### src/rtl/cpu_pkg.sv
// rtl/cpu_pkg.sv - shared CPU types and constants for the fetch stage
package cpu_pkg;
  localparam int          INST_W           = 32;
  localparam logic [31:0] PC_INC           = 32'd4;
  localparam logic [31:0] RESET_PC_DEFAULT = 32'h0000_0000;

  typedef enum logic [1:0] {
    ST_REQ,
    ST_DROP,
    ST_HOLD,
    ST_HALT
  } fetch_state_e;
endpackage

### src/rtl/fetch_stage_if.sv
// rtl/fetch_stage_if.sv - instruction memory req/ack bus between fetch and imem
interface fetch_stage_if;
  logic        imem_req;
  logic [31:0] imem_addr;
  logic        imem_ack;
  logic [31:0] imem_rdata;

  modport master (
    output imem_req,
    output imem_addr,
    input  imem_ack,
    input  imem_rdata
  );

  modport slave (
    input  imem_req,
    input  imem_addr,
    output imem_ack,
    output imem_rdata
  );
endinterface

### src/rtl/fetch_skid_buf.sv
// rtl/fetch_skid_buf.sv - one-entry {pc, inst} buffer that absorbs a fetch during a stall
module fetch_skid_buf
  import cpu_pkg::*;
(
  input  logic              clk,
  input  logic              rst,
  input  logic              load_i,
  input  logic              clear_i,
  input  logic [31:0]       pc_i,
  input  logic [INST_W-1:0] inst_i,
  output logic              full_o,
  output logic [31:0]       pc_o,
  output logic [INST_W-1:0] inst_o
);
  logic              full_q;
  logic [31:0]       pc_q;
  logic [INST_W-1:0] inst_q;

  always_ff @(posedge clk) begin
    if (rst) begin
      full_q <= 1'b0;
      pc_q   <= '0;
      inst_q <= '0;
    end else if (clear_i) begin
      full_q <= 1'b0;
    end else if (load_i) begin
      full_q <= 1'b1;
      pc_q   <= pc_i;
      inst_q <= inst_i;
    end
  end

  assign full_o = full_q;
  assign pc_o   = pc_q;
  assign inst_o = inst_q;
endmodule

### src/rtl/fetch_stage.sv
// rtl/fetch_stage.sv - MIPS instruction fetch: PC, single-outstanding imem requests, skid, redirect
// Optional zero-instruction halt detection is built with FETCH_HALT_DETECT_EN.
module fetch_stage
  import cpu_pkg::*;
#(
  parameter logic [31:0] RESET_PC = RESET_PC_DEFAULT
) (
  input  logic              clk,
  input  logic              rst,
  input  logic              stall,
  input  logic              redirect,
  input  logic [31:0]       redirect_pc,
  fetch_stage_if.master     imem,
  output logic              if_valid,
  output logic [31:0]       if_pc,
  output logic [31:0]       if_pc4,
  output logic [INST_W-1:0] if_inst,
  output logic              halt
);
  fetch_state_e      state_q, state_d;
  logic [31:0]       pc_q, pc_d, pend_pc_q, pend_pc_d;
  logic              if_valid_q, if_valid_d;
  logic [31:0]       if_pc_q, if_pc_d, if_pc4_q, if_pc4_d;
  logic [INST_W-1:0] if_inst_q, if_inst_d;
  logic              skid_load, skid_clear, skid_full;
  logic [31:0]       skid_pc;
  logic [INST_W-1:0] skid_inst;
  logic              slot_free, present;
  logic [31:0]       ld_pc;
  logic [INST_W-1:0] ld_inst;
`ifdef FETCH_HALT_DETECT_EN
  logic              halt_q, halt_d;
`endif

  fetch_skid_buf u_skid (
    .clk     (clk),
    .rst     (rst),
    .load_i  (skid_load),
    .clear_i (skid_clear),
    .pc_i    (pc_q),
    .inst_i  (imem.imem_rdata),
    .full_o  (skid_full),
    .pc_o    (skid_pc),
    .inst_o  (skid_inst)
  );

  assign slot_free      = !if_valid_q || !stall;
  assign imem.imem_req  = !rst && (state_q == ST_REQ || state_q == ST_DROP);
  assign imem.imem_addr = pc_q;

  always_comb begin
    state_d    = state_q;
    pc_d       = pc_q;
    pend_pc_d  = pend_pc_q;
    if_valid_d = if_valid_q;
    if_pc_d    = if_pc_q;
    if_pc4_d   = if_pc4_q;
    if_inst_d  = if_inst_q;
    skid_load  = 1'b0;
    skid_clear = 1'b0;
    present    = 1'b0;
    ld_pc      = pc_q;
    ld_inst    = imem.imem_rdata;
`ifdef FETCH_HALT_DETECT_EN
    halt_d     = halt_q;
`endif
    if (redirect) begin
      if_valid_d = 1'b0;
      skid_clear = 1'b0 | 1'b1;
      case (state_q)
        ST_REQ: begin
          // An unacked request must stay on the bus, so park the target until the late ack.
          if (imem.imem_ack) begin
            pc_d = redirect_pc;
          end else begin
            pend_pc_d = redirect_pc;
            state_d   = ST_DROP;
          end
        end
        ST_DROP: begin
          if (imem.imem_ack) begin
            pc_d    = redirect_pc;
            state_d = ST_REQ;
          end else begin
            pend_pc_d = redirect_pc;
          end
        end
        default: begin
          pc_d    = redirect_pc;
          state_d = ST_REQ;
        end
      endcase
`ifdef FETCH_HALT_DETECT_EN
      halt_d = 1'b0;
`endif
    end else begin
      case (state_q)
        ST_REQ: begin
          if (imem.imem_ack) begin
            pc_d = pc_q + PC_INC;
            if (slot_free) begin
              present = 1'b1;
            end else begin
              skid_load = 1'b1;
              state_d   = ST_HOLD;
            end
          end else if (slot_free) begin
            if_valid_d = 1'b0;
          end
        end
        ST_DROP: begin
          if_valid_d = 1'b0;
          if (imem.imem_ack) begin
            pc_d    = pend_pc_q;
            state_d = ST_REQ;
          end
        end
        ST_HOLD: begin
          if (slot_free && skid_full) begin
            present    = 1'b1;
            ld_pc      = skid_pc;
            ld_inst    = skid_inst;
            skid_clear = 1'b1;
            state_d    = ST_REQ;
          end
        end
        default: begin
          if (slot_free) if_valid_d = 1'b0;
        end
      endcase
      if (present) begin
        if_valid_d = 1'b1;
        if_pc_d    = ld_pc;
        if_pc4_d   = ld_pc + PC_INC;
        if_inst_d  = ld_inst;
`ifdef FETCH_HALT_DETECT_EN
        if (ld_inst == '0) begin
          state_d = ST_HALT;
          halt_d  = 1'b1;
        end
`endif
      end
    end
  end

  always_ff @(posedge clk) begin
    if (rst) begin
      state_q    <= ST_REQ;
      pc_q       <= RESET_PC;
      pend_pc_q  <= '0;
      if_valid_q <= 1'b0;
      if_pc_q    <= '0;
      if_pc4_q   <= '0;
      if_inst_q  <= '0;
    end else begin
      state_q    <= state_d;
      pc_q       <= pc_d;
      pend_pc_q  <= pend_pc_d;
      if_valid_q <= if_valid_d;
      if_pc_q    <= if_pc_d;
      if_pc4_q   <= if_pc4_d;
      if_inst_q  <= if_inst_d;
    end
  end

`ifdef FETCH_HALT_DETECT_EN
  always_ff @(posedge clk) begin
    if (rst) halt_q <= 1'b0;
    else     halt_q <= halt_d;
  end
  assign halt = halt_q;
`else
  assign halt = 1'b0;
`endif

  assign if_valid = if_valid_q;
  assign if_pc    = if_pc_q;
  assign if_pc4   = if_pc4_q;
  assign if_inst  = if_inst_q;
endmodule

### src/flat_wrapper.sv
// flat-port wrapper written by rule: the top's interface ports become plain ports
module fetch_stage_flat import cpu_pkg::*;
#(
  parameter logic [31:0] RESET_PC = RESET_PC_DEFAULT
)
  (clk, rst, stall, redirect, redirect_pc, if_valid, if_pc, if_pc4, if_inst, halt, imem_imem_req, imem_imem_addr, imem_imem_ack, imem_imem_rdata);
  fetch_stage_if imem_i ();
  input  logic clk;
  input  logic rst;
  input  logic stall;
  input  logic redirect;
  input  logic [31:0] redirect_pc;
  output logic if_valid;
  output logic [31:0] if_pc;
  output logic [31:0] if_pc4;
  output logic [INST_W-1:0] if_inst;
  output logic halt;
  output wire logic [$bits(imem_i.imem_req)-1:0] imem_imem_req;
  output wire logic [$bits(imem_i.imem_addr)-1:0] imem_imem_addr;
  input wire logic [$bits(imem_i.imem_ack)-1:0] imem_imem_ack;
  input wire logic [$bits(imem_i.imem_rdata)-1:0] imem_imem_rdata;
  assign imem_imem_req = imem_i.imem_req;
  assign imem_imem_addr = imem_i.imem_addr;
  assign imem_i.imem_ack = imem_imem_ack;
  assign imem_i.imem_rdata = imem_imem_rdata;
  fetch_stage #(.RESET_PC(RESET_PC)) u_core (.clk(clk), .rst(rst), .stall(stall), .redirect(redirect), .redirect_pc(redirect_pc), .imem(imem_i), .if_valid(if_valid), .if_pc(if_pc), .if_pc4(if_pc4), .if_inst(if_inst), .halt(halt));
endmodule
### config.mk
export PLATFORM = sky130hd
export DESIGN_NAME = fetch_stage_flat
export DESIGN_NICKNAME = d
export VERILOG_FILES = /design/src/rtl/cpu_pkg.sv /design/src/rtl/fetch_stage_if.sv /design/src/rtl/fetch_skid_buf.sv /design/src/rtl/fetch_stage.sv /design/src/flat_wrapper.sv
export SDC_FILE = /design/constraint.sdc
export NUM_CORES = 1
export LEC_CHECK = 0
export BUFFER_PORTS_ARGS = -buffer_cell sky130_fd_sc_hd__buf_2
export CAP_MARGIN = 20
export CORE_MARGIN = 10
export CORE_UTILIZATION = 31
export DETAILED_ROUTE_END_ITERATION = 8
export GPL_ROUTABILITY_DRIVEN = 0
export HOLD_SLACK_MARGIN = 0.15
export PLACE_DENSITY = 0.55
export SKIP_LAST_GASP = 1
export SLEW_MARGIN = 25
export SYNTH_ARGS = -nofsm -noshare
export SYNTH_HDL_FRONTEND = slang
export SYNTH_SLANG_ARGS = --single-unit
### constraint.sdc
create_clock -name clk -period 5.5 [get_ports clk]
set_input_delay 0.825 -clock clk [delete_from_list [all_inputs] [get_ports clk]]
set_output_delay 0.825 -clock clk [all_outputs]
set_load 0.05 [all_outputs]
## Word level (Yosys, flattened, before mapping)

Index checks and enable logic that the tools add are counted.

- Word-level logic and storage cells: 78
- Register bits after elaboration: 228
- Input bits: 69
- Output and inout bits: 131

- Mux-type cells: 34
- Equal/unequal tests: 10
- Reduce and logical (&&, ||, !) cells: 19
- Add/sub/neg operators: 2
- Bitwise logic cells: 3

Operators by type and width:

| kind | number |
|---|---|
| 32-bit two-way mux | 10 |
| 32-bit by 3-bit adder with 32-bit output (second input constant) | 2 |
| 32-bit case mux with 2 select lines | 1 |
| 3-bit != test (second input constant) | 5 |
| 1-bit two-way mux | 13 |
| 2-bit two-way mux | 6 |
| 3-bit by 2-bit != test with 1-bit output (second input constant) | 2 |
| 2-bit case mux with 3 select lines | 1 |
| 2-bit AND reduction | 3 |
| 2-bit OR reduction | 3 |
| 5-bit AND reduction | 1 |
| 2-bit case mux with 2 select lines | 1 |
| 4-bit AND reduction | 1 |
| 4-bit nonzero test | 1 |
| 1-bit zero test | 3 |
| 1-bit inverter | 3 |
| 1-bit case mux with 3 select lines | 1 |
| 3-bit AND reduction | 1 |
| 3-bit nonzero test | 1 |
| 2-bit by 1-bit equality test with 1-bit output (second input constant) | 1 |
| 2-bit equality test (second input constant) | 1 |
| 1-bit logical AND | 2 |
| 2-bit zero test | 1 |
| 1-bit logical OR | 2 |
| 2 further kinds | 2 |

## Depth between registers and ports, before layout

Gate-level depths: netlist of run 1.

- Word-level depth: 8
- Gate-level depth with buffers: 15
- Depth with buffers taken out: 13

## Cells and area by module

A second synthesis of run 1 with hierarchy kept.

- Cell total of the unflattened synthesis: 1459
- Area total of the unflattened synthesis: 11902.7 µm²

By module, submodules not included:

| module | seq. area each (µm²) | area each (µm²) | times used | cells each |
|---|---|---|---|---|
| fetch_stage | 3223.1 | 8708.4 | 1 | 1164 |
| fetch_skid_buf | 1301.2 | 3194.3 | 1 | 295 |

## Worst setup path after synthesis of run 1

Ideal clock, no wire load.

- Kind: input -> register
- Start point: input stall
- End point: register u_core.if_pc4_q[28] (netlist: u_core.if_pc4[28])
- Required time: 5373 ps
- Library setup time: 127 ps
- Buffers on the path: 3
- Path slack: 2215 ps
- Stages on the path: 14
- Data arrival time: 3158 ps
- Cell sequence: and2_4 buf_6 nor2_4 buf_2 buf_2 mux2i_1 inv_1 ha_1 and3_1 nand2_1 o31a_1 nor2_2 a311o_1 o211ai_1

- Cells in the longest elaborated chain, start to end: 7
- Elaborated cells on any way between the ends: 13
- Classes of those cells: 1 x add/sub; 8 x mux; 4 x reduce/logical

RTL lines:

| what | RTL line | source |
|---|---|---|
| from (decl) | flat_wrapper.sv:10 | `input logic stall;` |
| 1-bit zero test (*) | fetch_stage.sv:47 | `assign slot_free = !if_valid_q \|\| !stall;` |
| 1-bit logical OR (*) | fetch_stage.sv:47 |  |
| 1-bit logical AND or 1-bit two-way mux (tied branches) | fetch_stage.sv:119, fetch_stage.sv:101 |  |
| 32-bit two-way mux (tied with other cells) | fetch_stage.sv:119 | `if (slot_free && skid_full) begin` |
| 32-bit two-way mux or 1-bit case mux with 2 select lines (tied branches) | fetch_stage.sv:97 | `case (state_q)` |
| 32-bit two-way mux or 1-bit two-way mux (tied branches) | fetch_stage.sv:67 | `if (redirect) begin` |
| 32-bit by 3-bit adder with 32-bit output or 2-bit AND reduction (tied branches) | n/a |  |
| to (signal assigned) | fetch_stage.sv:161 | `if_pc4_q <= if_pc4_d;` |
| to (decl) | fetch_stage.sv:23 | `logic [31:0] if_pc_q, if_pc_d, if_pc4_q, if_pc4_d;` |

Mark *: on every way between the ends. The rest lies on a longest branch, timed or not. The select of a mux whose other input is x is not followed.
A chain may end at the register's enable or synchronous reset.

## Worst setup path in the final report of run 1

- Start point: register u_core.state_q[0]
- End point: register u_core.if_pc4_q[28] (netlist: u_core.if_pc4[28])

- Cells in the longest elaborated chain, start to end: 4
- Elaborated cells on any way between the ends: 8
- Classes of those cells: 1 x add/sub; 1 x eq/ne; 4 x mux; 2 x reduce/logical

RTL lines:

| what | RTL line | source |
|---|---|---|
| from (decl) | fetch_stage.sv:20 | `fetch_state_e state_q, state_d;` |
| from (signal assigned) | fetch_stage.sv:156 | `state_q <= state_d;` |
| 2-bit equality test or 2-bit zero test (tied branches) | fetch_stage.sv:97 |  |
| 32-bit two-way mux or 1-bit case mux with 2 select lines (tied branches) | fetch_stage.sv:97 |  |
| 32-bit two-way mux or 1-bit two-way mux (tied branches) | fetch_stage.sv:67 |  |
| 32-bit by 3-bit adder with 32-bit output or 2-bit AND reduction (tied branches) | n/a |  |

Several ways; a longest one is shown, not always the timed one. The select of a mux whose other input is x is not followed.

==> metrics.md, run 1 <==
| Metric | Value |
|---|---|
| Status | finished clean |
| Initial antenna violation count | 1 |
| Pleak | 0.00475 uW |
| Rel. slew slack | 33.5% |
| Crit start category | flip-flop |
| Layout cells sized above 1 | 18.2% |
| RSZ-0062 raised after global routing | no |
| Max-cap violations | 0 |
| # hold bufs at CTS | 0 |
| Min Hold Slack | 0.452 ns |
| DRT Pass-1 Iters | 6 |
| Final Util | 37.6% |
| Global Route Usage Sum | 16.5% |
| Most common cell after layout, fill and taps aside | nand2_1 |
| Vias in the first global route | 9,682 |
| Critical Path Slowest Stage Cell | nor2_4 |
| Simple-gate share of the synthesized area | 24.7% |
| Synth Area in XOR/XNOR | 2.02% |
| Post-layout nets | 1,607 |
| VDD IR max | 0.000313 V |
| Total gr overflow | 0 |
| Ys Warns | 0 |
| Synth Area in Compound Gates | 21.9% |
| ANT cells | 0 |
| Seq cells post-synth | 226 |
| Syn Area/Cell | 7.62 sq um |
| Min-delay worst type | reg2reg |
| Mux share of post-synthesis cell area | 3.27% |
| Total Neg Setup Slack | 0 ns |
| Total power of the final layout | 4610 uW |
| Number of vias per cell | 5.19 |
| Chip Height | 207 um |
| Initial Utilization | 31.4% |
| Crit path kind | reg2reg |
| Final Cycle Share | 63.5% |
| Yosys cell types | 69 |
| # clock sinks | 226 |
| Clock Path Buffers | 3 |
| Dpl hpwl | 25.8 mm |
| Synth Area in Adders | 0.579% |
| Row Count | 68 |
| Synth Flop Type | dfxtp_1 |
| Io pins | 200 |
| Max Fclk | 286 MHz |
| Critical Path Max Stage Delay | 0.63 ns |
| Area Growth Syn to Fin | 19.8% |
| Drt total wl | 37.1 mm |
| Tightest Pin Transition | 0.994 ns |
| H-tree Lvls | 1 |
| First-pass GRT wire length | 57.2 mm |
| Worst Path Required | 5.92 ns |
| Largest net degree at the start of global routing | 140 |
| Gate count of the mapped netlist | 1,419 |
| Final ANT Viol Nets | 0 |
| WP data arrival | 3.92 ns |
| # resized after CTS | 0 |
| Clock insertion delay at the later pin of the skew report | 0.55 ns |
| PnR worst setup slack | 2.01 ns |
| Num CTS Buffers | 29 |
| Core Area | 34,500 sq um |
| Critical path cell sequence | inv_1, ha_1, nand2_2, nor2_4, mux2i_1, inv_1, ha_1, and3_1, nand2_1, o31a_1, nor2_2, a311o_1, o211ai_1 |
| Clock-pin transition on the worst setup and hold timing paths | 0.06 ns |
| Starting DRT DRC Count | 833 |
| CP endpoint kind | flip-flop |
| Post-route DRC | 0 |
| Syn Nets | 1,493 |
| Largest family of logic cells by synthesized area | simple AND/OR/NAND/NOR gates |
| Synth Cell Area | 10,800 sq um |
| Die Footprint | 42,700 sq um |
| Port Buf Inserts | 198 |
| Final hold vios | 0 |
| Max Fanout on Critical Path | 31 |
| FFs w/ async S/R, synth | 0% |
| Clock Tree Root | clkbuf_16 |
| Via count | 10,400 |
| Drt wl/cell | 18.5 um |
| Number of flops mapped to enable cells by yosys | 0 |
| DP Worst Slack | 1.69 ns |
| CTS tree | built |
| Minimum clock period | 3.49 ns |
| Seq/Total Area, Yosys | 41.8% |
| Max Clock Skew | 0.00831 ns |
| Final setup violation count | 0 |
| PD cells | 356 nW/um^2 |
| Max-slew violation count | 0 |
| Most frequent cells in the layout | 353 x nand2_1, 226 x dfxtp_1, 197 x buf_2 |
| DIE WIDTH | 207 um |
| Setup Fix Bufs, Post-CTS | 0 |
Yosys cell counts, types with 3 or more instances:
cell type	n	area [sq um]
a211oi_1	43	323
a21o_1	3	22.5
a21oi_1	164	821
a311oi_1	37	324
a31o_2	3	26.3
a31oi_1	10	62.6
a32oi_1	4	35.0
and2_1	6	37.5
and3_1	11	68.8
and4_1	5	43.8
buf_1	12	45.0
buf_2	27	135
buf_4	7	52.6
clkbuf_1	77	289
clkbuf_2	3	15.0
dfxtp_1	226	4520
ha_1	5	62.6
inv_1	13	48.8
mux2_2	3	33.8
mux2i_1	32	320
nand2_1	353	1330
nand2b_1	6	37.5
nand3_1	33	165
nand3b_1	17	128
nand4_1	17	106
nor2_1	111	417
nor2b_1	4	25.0
nor3_1	14	70.1
nor3b_1	4	30.0
nor4_1	7	43.8
o211ai_1	14	105
o21ai_0	56	280
o311ai_0	6	52.6
o31a_1	3	26.3
o31ai_1	7	52.6
o32ai_1	3	26.3
or3_1	6	37.5
or4_1	4	30.0
xnor2_1	18	158
xor2_1	7	61.3
sequential cells by signal (all words and copies together), names as in the netlist:
register	count
u_core.if_pc4	32
u_core.u_skid.pc_o	32
u_core.if_valid	1
u_core.pend_pc_q	32
u_core.imem.imem_addr	32
u_core.if_pc	30
u_core.state_q	2
u_core.if_inst	32
u_core.u_skid.full_o	1
u_core.u_skid.inst_o	32
where the power goes:
part	total (uW)	switching (uW)	leakage [uW]	internal [uW]
Sequential	1840	110	0.00184	1730
Combinational	805	597	0.00242	208
Clock	1960	735	0.000491	1230
kinds of logic (layout without fill, tap and decap cells):
family | after synthesis | after routing
AO/OA/AOI/OAI | 376 | 376
multiplexers | 35 | 35
flip-flops | 226 | 226
AND/OR/NAND/NOR | 610 | 610
other | 1 | 1
adder cells (fa/ha/maj) | 5 | 5
buffers and inverters | 141 | 275
XOR/XNOR | 25 | 25
worst max-delay path, delay by kind of cell, from the launching register on:
kind	cells	cell delay (ns)
buffers and inverters	2	0.18
adders and majority gates	2	0.48
and+or+nand+nor	5	1.44
DFF	1	0.32
AOI/OAI and AO/OA	3	0.68
muxes	1	0.25
worst paths after layout:
kind,startpoint,end,slack (ns),depth (start not counted)
max,u_core.state_q[0],u_core.if_pc4[28],2.01,13
min,u_core.if_pc4[3],u_core.if_pc4[3],0.45,2
max reg2reg,u_core.state_q[0],u_core.if_pc4[28],2.01,13
min reg2reg,u_core.if_pc4[3],u_core.if_pc4[3],0.45,2
routing by layer:
metal	part of all wire [%]	routed length [um]	GRT usage, %
met5	0.035	13	0
met1	49	18200	24.0
met3	6.9	2580	3.39
met2	42	15500	24.3
met4	2.3	856	4.01
metrics by stage:
| step | instances | cell area (sq um) |
|---|---|---|
| 6_report | 2008 | 13000 |
| 4_1_cts | 2008 | 13000 |
| 5_1_grt | 2008 | 13000 |
| 2_1_floorplan | 1419 | 10800 |
| 3_3_place_gp | 1957 | 12000 |
| 3_5_place_dp | 1957 | 12000 |
final cells by class:
cell class	instances	area, sq um
multi-input combinational	1052	5720
clock inverter	11	163
clock buffer	40	827
timing repair buffer	211	1110
tap	455	569
sequential	226	4520
inverter	13	48.8
fill	3626	21500
(Power assumes the default switching activity.)
==> inputs of run 2 (changes only) <==
Settings changed: ABC_AREA from default to 1, PLACE_DENSITY 0.55 to 0.56.
Clock period 5.5 ns to 3 ns, I/O delays scaled along.
==> run 2 against run 1 <==
- power grew 89%
- design area increased by 4.0%
- largest cell class unchanged
- global-route usage increased by 0.33 points
- register-to-register slack lost 1.6 ns
- first-iteration DRC count grew 35%
==> metrics.md, run 2 <==
| Metric | Value |
|---|---|
| # resized after CTS | 0 |
| Crit start category | flip-flop |
| Rel. slew slack | 34.7% |
| Syn Area/Cell | 6.64 sq um |
| Io pins | 200 |
| Most frequent CP cell | inv_1 |
| Core Area | 35,600 sq um |
| First-pass GRT wire length | 60.8 mm |
| Critical Path Max Stage Delay | 0.32 ns |
| Max Clock Skew | 0.0157 ns |
| Syn Nets | 1,756 |
| Final Cycle Share | 85.2% |
| Dominant cell type by area after synthesis | dfxtp_1 |
| # clock sinks | 226 |
| Max Fanout on Critical Path | 53 |
| H-tree Lvls | 1 |
| Chip Height | 210 um |
| Min-delay worst type | in2reg |
| Initial Utilization | 31.4% |
| Max-cap violations | 0 |
| Critical path cell sequence | inv_1, ha_1, nand2_4, inv_6, nand2_8, nand2_1, o21ai_2, inv_1, ha_1, inv_1, nor2_2, nand2_2, nor2_8, nand2_1, nand3_1, nand3_1, nand2_1, inv_1 |
| Yosys cell types | 41 |
| Worst Path Required | 3.44 ns |
| Minimum clock period | 2.56 ns |
| Num CTS Buffers | 28 |
| Clock-pin transition on the worst setup and hold timing paths | 0.06 ns |
| Fin area | 13,500 sq um |
| Die Footprint | 44,000 sq um |
| Row Count | 69 |
| VDD IR max | 0.000456 V |
| Initial antenna violation count | 2 |
| Gate count of the mapped netlist | 1,682 |
| Total Neg Setup Slack | 0 ns |
| Commonest cells in the netlist | 501 x nand2_1, 226 x dfxtp_1, 191 x nor2_1 |
| FFs w/ async S/R, synth | 0% |
| Max-slew violation count | 0 |
| Top post-synthesis cells by area | dfxtp_1 40%, nand2_1 17%, a21oi_1 7.4% |
| Tightest Pin Transition | 0.979 ns |
| Post-route DRC | 0 |
| Crit path kind | reg2reg |
| Number of vias per cell | 4.94 |
| Area after DPL | 12,500 sq um |
| Global Route Usage Sum | 16.8% |
| Most common cell after layout, fill and taps aside | nand2_1 |
| Seq cells post-synth | 226 |
| CTS tree | built |
| Clock Tree Root | clkbuf_16 |
| CP endpoint kind | flip-flop |
| Pleak | 0.00574 uW |
| Ys Warns | 0 |
| PD cells | 645 nW/um^2 |
| Critical Path Slowest Stage Cell | dfxtp_1 |
| Via count | 11,400 |
| Final hold vios | 0 |
| DRT Pass-1 Iters | 6 |
| Clock Path Buffers | 3 |
| Layout cells sized above 1 | 17.4% |
| Most frequent cells in the layout | 501 x nand2_1, 226 x dfxtp_1, 197 x buf_2 |
| Drt total wl | 39.4 mm |
| Final setup violation count | 0 |
| Most instantiated library cell after synthesis | nand2_1 |
| Vias in the first global route | 10,600 |
| Area Growth Syn to Fin | 20.6% |
| Post-layout nets | 1,901 |
| Top-area cell type share of the netlist area | 40.5% |
| Dpl hpwl | 28.1 mm |
| Drt wl/cell | 17.1 um |
| Total gr overflow | 0 |
| RSZ-0062 raised after global routing | no |
| DIE WIDTH | 210 um |
| # hold bufs at CTS | 0 |
| Synth Cell Area | 11,200 sq um |
| Number of flops mapped to enable cells by yosys | 0 |
| Final ANT Viol Nets | 0 |
| Seq/Total Area, Yosys | 40.5% |
| Synth Flop Type | dfxtp_1 |
| Starting DRT DRC Count | 1,126 |
| Largest net degree at the start of global routing | 85 |
| Clock insertion delay at the later pin of the skew report | 0.54 ns |
| Port Buf Inserts | 198 |
| Max Fclk | 391 MHz |
| Status | finished clean |
| WP data arrival | 2.99 ns |
| Setup Fix Bufs, Post-CTS | 0 |
run 2: worst paths after layout:
| check | startpoint | endpoint | slack [ns] | cells after the start |
|---|---|---|---|---|
| max | u_core.state_q[0] | u_core.if_pc4[18] | 0.44 | 18 |
| max reg2reg | u_core.state_q[0] | u_core.if_pc4[18] | 0.44 | 18 |
| min | imem_imem_rdata[17] | u_core.u_skid.inst_o[17] | 0.18 | 3 |
| min reg2reg | u_core.pend_pc_q[0] | u_core.pend_pc_q[0] | 0.46 | 2 |
run 2: power by group:
part           switching [uW]  internal, uW
Combinational            1270           404
Clock                    1320          2330
Sequential                183          3180
run 2: layer usage:
| layer | global-route usage, % | routed length [um] | up-vias |
|---|---|---|---|
| met5 | 0 | 12 | - |
| met1 | 23.9 | 18500 | 5215 |
| li1 | - | - | 5775 |
| met3 | 3.46 | 2870 | 40 |
| met2 | 25.3 | 17300 | 369 |
| met4 | 4.02 | 686 | 2 |
run 2: area by class of cell:
type                    instances  area (sq um)
multi-input cells            1251          5800
inverters                      98           374
clock buffers                  38           779
well taps                     461           577
fillers                      3836         22100
flip-flops and latches        226          4520
repair buffers                222          1200
clock inverters                13           221
diodes                          1          2.50
run 2: worst max-delay path, delay by kind of cell, from the launching register on:
family	cells	cell delay, ns
buffers and inverters	5	0.42
adder cells (fa/ha/maj)	2	0.41
flip-flops	1	0.32
AND/OR/NAND/NOR	10	1.20
AO/OA/AOI/OAI	1	0.09
run 2: cell families (layout without fill, tap and decap cells):
kind of cell             Yosys count  after routing  share of synthesized area, %
AO/OA/AOI/OAI                    360            360                          17.3
XOR/XNOR                          18             18                          1.41
adder cells (fa/ha/maj)            5              5                         0.560
buffers and inverters            205            371                          7.65
flip-flops                       226            226                          40.5
other                              1              2                        0.0336
AND/OR/NAND/NOR                  867            867                          32.6
run 2: through the flow:
step / hold WS, ns / util [%] / setup slack [ns] / std cells / power (uW)
2_1_floorplan: 0.430 / - / 0.788 / 1682 / 4560
3_3_place_gp: 0.446 / 35.1 / 0.479 / 2258 / 5090
3_5_place_dp: 0.449 / 35.1 / 0.434 / 2258 / 5100
4_1_cts: 0.155 / 37.9 / 0.419 / 2309 / 8760
5_1_grt: 0.153 / 37.9 / 0.138 / 2309 / 9060
6_report: 0.180 / 37.9 / 0.444 / 2310 / 8690
==> inputs of run 3 (changes only) <==
Settings changed: BUFFER_PORTS_ARGS -buffer_cell sky130_fd_sc_hd__buf_2 to default, DONT_BUFFER_PORTS from default to 1, PLACE_DENSITY 0.56 to default, PLACE_DENSITY_LB_ADDON from default to 0.1.
==> run 3 against run 2 <==
- register-to-register slack got worse by 0.08 ns
- fmax decreased by 3.0%
- hold slack improved by 0.0043 ns
- die area unchanged
- design area decreased by 0.42%
- clock-buffer cell count increased by 1
- routed wire length increased by 6.8%
- utilization decreased by 0.16 points
- power decreased by 1.1%
- global-route usage increased by 1.5 points
- critical endpoint is now u_core.state_q[1]
- largest power group is now registers
==> metrics.md, run 3 (same netlist as run 2, synthesis figures left out) <==
| Metric | Value |
|---|---|
| Most common cell after layout, fill and taps aside | nand2_1 |
| Max Fclk | 379 MHz |
| CP endpoint kind | flip-flop |
| Drt total wl | 42.1 mm |
| Total Neg Setup Slack | 0 ns |
| Psw | 2790 uW |
| Min-delay worst type | in2reg |
| Clock power frac | 41.5% |
| Non-filler instance count after layout | 2,207 |
| Max-slew violation count | 0 |
| Clock Path Buffers | 3 |
| Max Clock Skew | 0.0127 ns |
| Number of vias per cell | 4.94 |
| H-tree Lvls | 1 |
| Rel. slew slack | 31.3% |
| First-pass GRT wire length | 64.4 mm |
| Core Area | 35,600 sq um |
| Status | finished clean |
| Num CTS Buffers | 28 |
| Post-route DRC | 0 |
| Most frequent cells in the layout | 500 x nand2_1, 226 x dfxtp_1, 190 x nor2_1 |
| VDD IR max | 0.000618 V |
| Final hold vios | 0 |
| Post-layout nets | 1,800 |
| Final Util | 37.7% |
| Worst Path Required | 3.49 ns |
| WL met1 | 20.6 mm |
| Max-cap violations | 0 |
| DRT Pass-1 Iters | 7 |
| Comb power frac | 15.2% |
| Final ANT Viol Nets | 0 |
| # clock sinks | 226 |
| Final Cycle Share | 87.8% |
| Vias in the first global route | 10,200 |
| Top layer used by detailed routing | met5 |
| Final setup violation count | 0 |
| Via count | 10,900 |
| DIE WIDTH | 210 um |
| Area Growth Syn to Fin | 20.1% |
| Dpl hpwl | 28.6 mm |
| WL met3 | 3.12 mm |
| Minimum clock period | 2.64 ns |
| Die Footprint | 44,000 sq um |
| Crit start category | flip-flop |
| Initial antenna violation count | 2 |
| Drt wl/cell | 19.1 um |
| Pleak | 0.00524 uW |
| RSZ-0062 raised after global routing | no |
| Pint | 5800 uW |
| WP data arrival | 3.13 ns |
| Clock-pin transition on the worst setup and hold timing paths | 0.06 ns |
| Max Fanout on Critical Path | 48 |
| Chip Height | 210 um |
| Starting DRT DRC Count | 900 |
| Total gr overflow | 0 |
| Clock Tree Root | clkbuf_16 |
| CTS tree | built |
| Port Buf Inserts | 0 |
| Global Route Usage Sum | 18.3% |
| Row Count | 69 |
| Power share of the sequential group | 43.3% |
| Initial Utilization | 31.4% |
| PD cells | 640 nW/um^2 |
| DR WL met2 | 17.6 mm |
| Setup Fix Bufs, Post-CTS | 0 |
| Tightest Pin Transition | 1.03 ns |
| Layout cells sized above 1 | 8.77% |
| Io pins | 200 |
| Switch share | 32.5% |
| Clock insertion delay at the later pin of the skew report | 0.55 ns |
| DP Cell Count | 2,086 |
| Crit path kind | reg2reg |
| Largest net degree at the start of global routing | 127 |
-- run 3: layout make-up --
cell class / instances / area, sq um
Tap cell: 461 / 577
Sequential cell: 226 / 4520
Clock inverter: 10 / 150
Inverter: 98 / 375
Clock buffer: 39 / 813
Antenna cell: 1 / 2.50
Multi-Input combinational cell: 1251 / 5800
Fill cell: 3865 / 22100
Timing Repair Buffer: 121 / 1180
-- run 3: worst paths after layout --
check,startpoint,to,slack [ns],depth (start not counted)
setup reg to reg,u_core.state_q[1],u_core.state_q[1],0.36,8
setup / recovery,u_core.state_q[1],u_core.state_q[1],0.36,8
hold / removal,redirect_pc[25],u_core.imem.imem_addr[25],0.18,4
hold reg to reg,u_core.u_skid.pc_o[21],u_core.u_skid.pc_o[21],0.46,2
-- run 3: stage by stage --
stage	total power [uW]	worst slack (ns)	instance area [sq um]	hold slack, ns
4_1_cts	8720	0.336	13400	0.151
3_3_place_gp	4950	0.436	11700	0.446
3_5_place_dp	4960	0.375	11700	0.446
6_report	8590	0.365	13400	0.185
2_1_floorplan	4560	0.788	11200	0.430
5_1_grt	8980	0.0500	13400	0.170
-- run 3: layer usage --
layer / global-route usage, % / vias up
met5: 0 / -
met4: 4.02 / 2
met3: 4.74 / 41
met2: 26.4 / 273
met1: 26.6 / 5011
li1: - / 5585
-- run 3: power by group through the flow --
stage                     sequential [uW]  combinational [uW]  clock, uW
after floorplan                      3850                 710          0
after global placement               3790                1170          0
after detailed placement             3790                1170          0
after CTS                            3720                1310       3690
after global routing                 3740                1450       3780
final                                3720                1310       3570
-- run 3: timing repair --
item                                   in CTS  in global routing
gates resized for setup                     0                  0
hold buffers                               71                  0
endpoints found under the hold margin     160                  0
-- run 3: critical path: stages (launching register included) --
cell and delay (ns):
dfxtp_1 0.32, inv_1 0.07, ha_1 0.16, buf_4 0.47, inv_1 0.47, o21ai_0 0.33
nand2_1 0.08, a21oi_1 0.12, dlygate4sd3_1 0.55
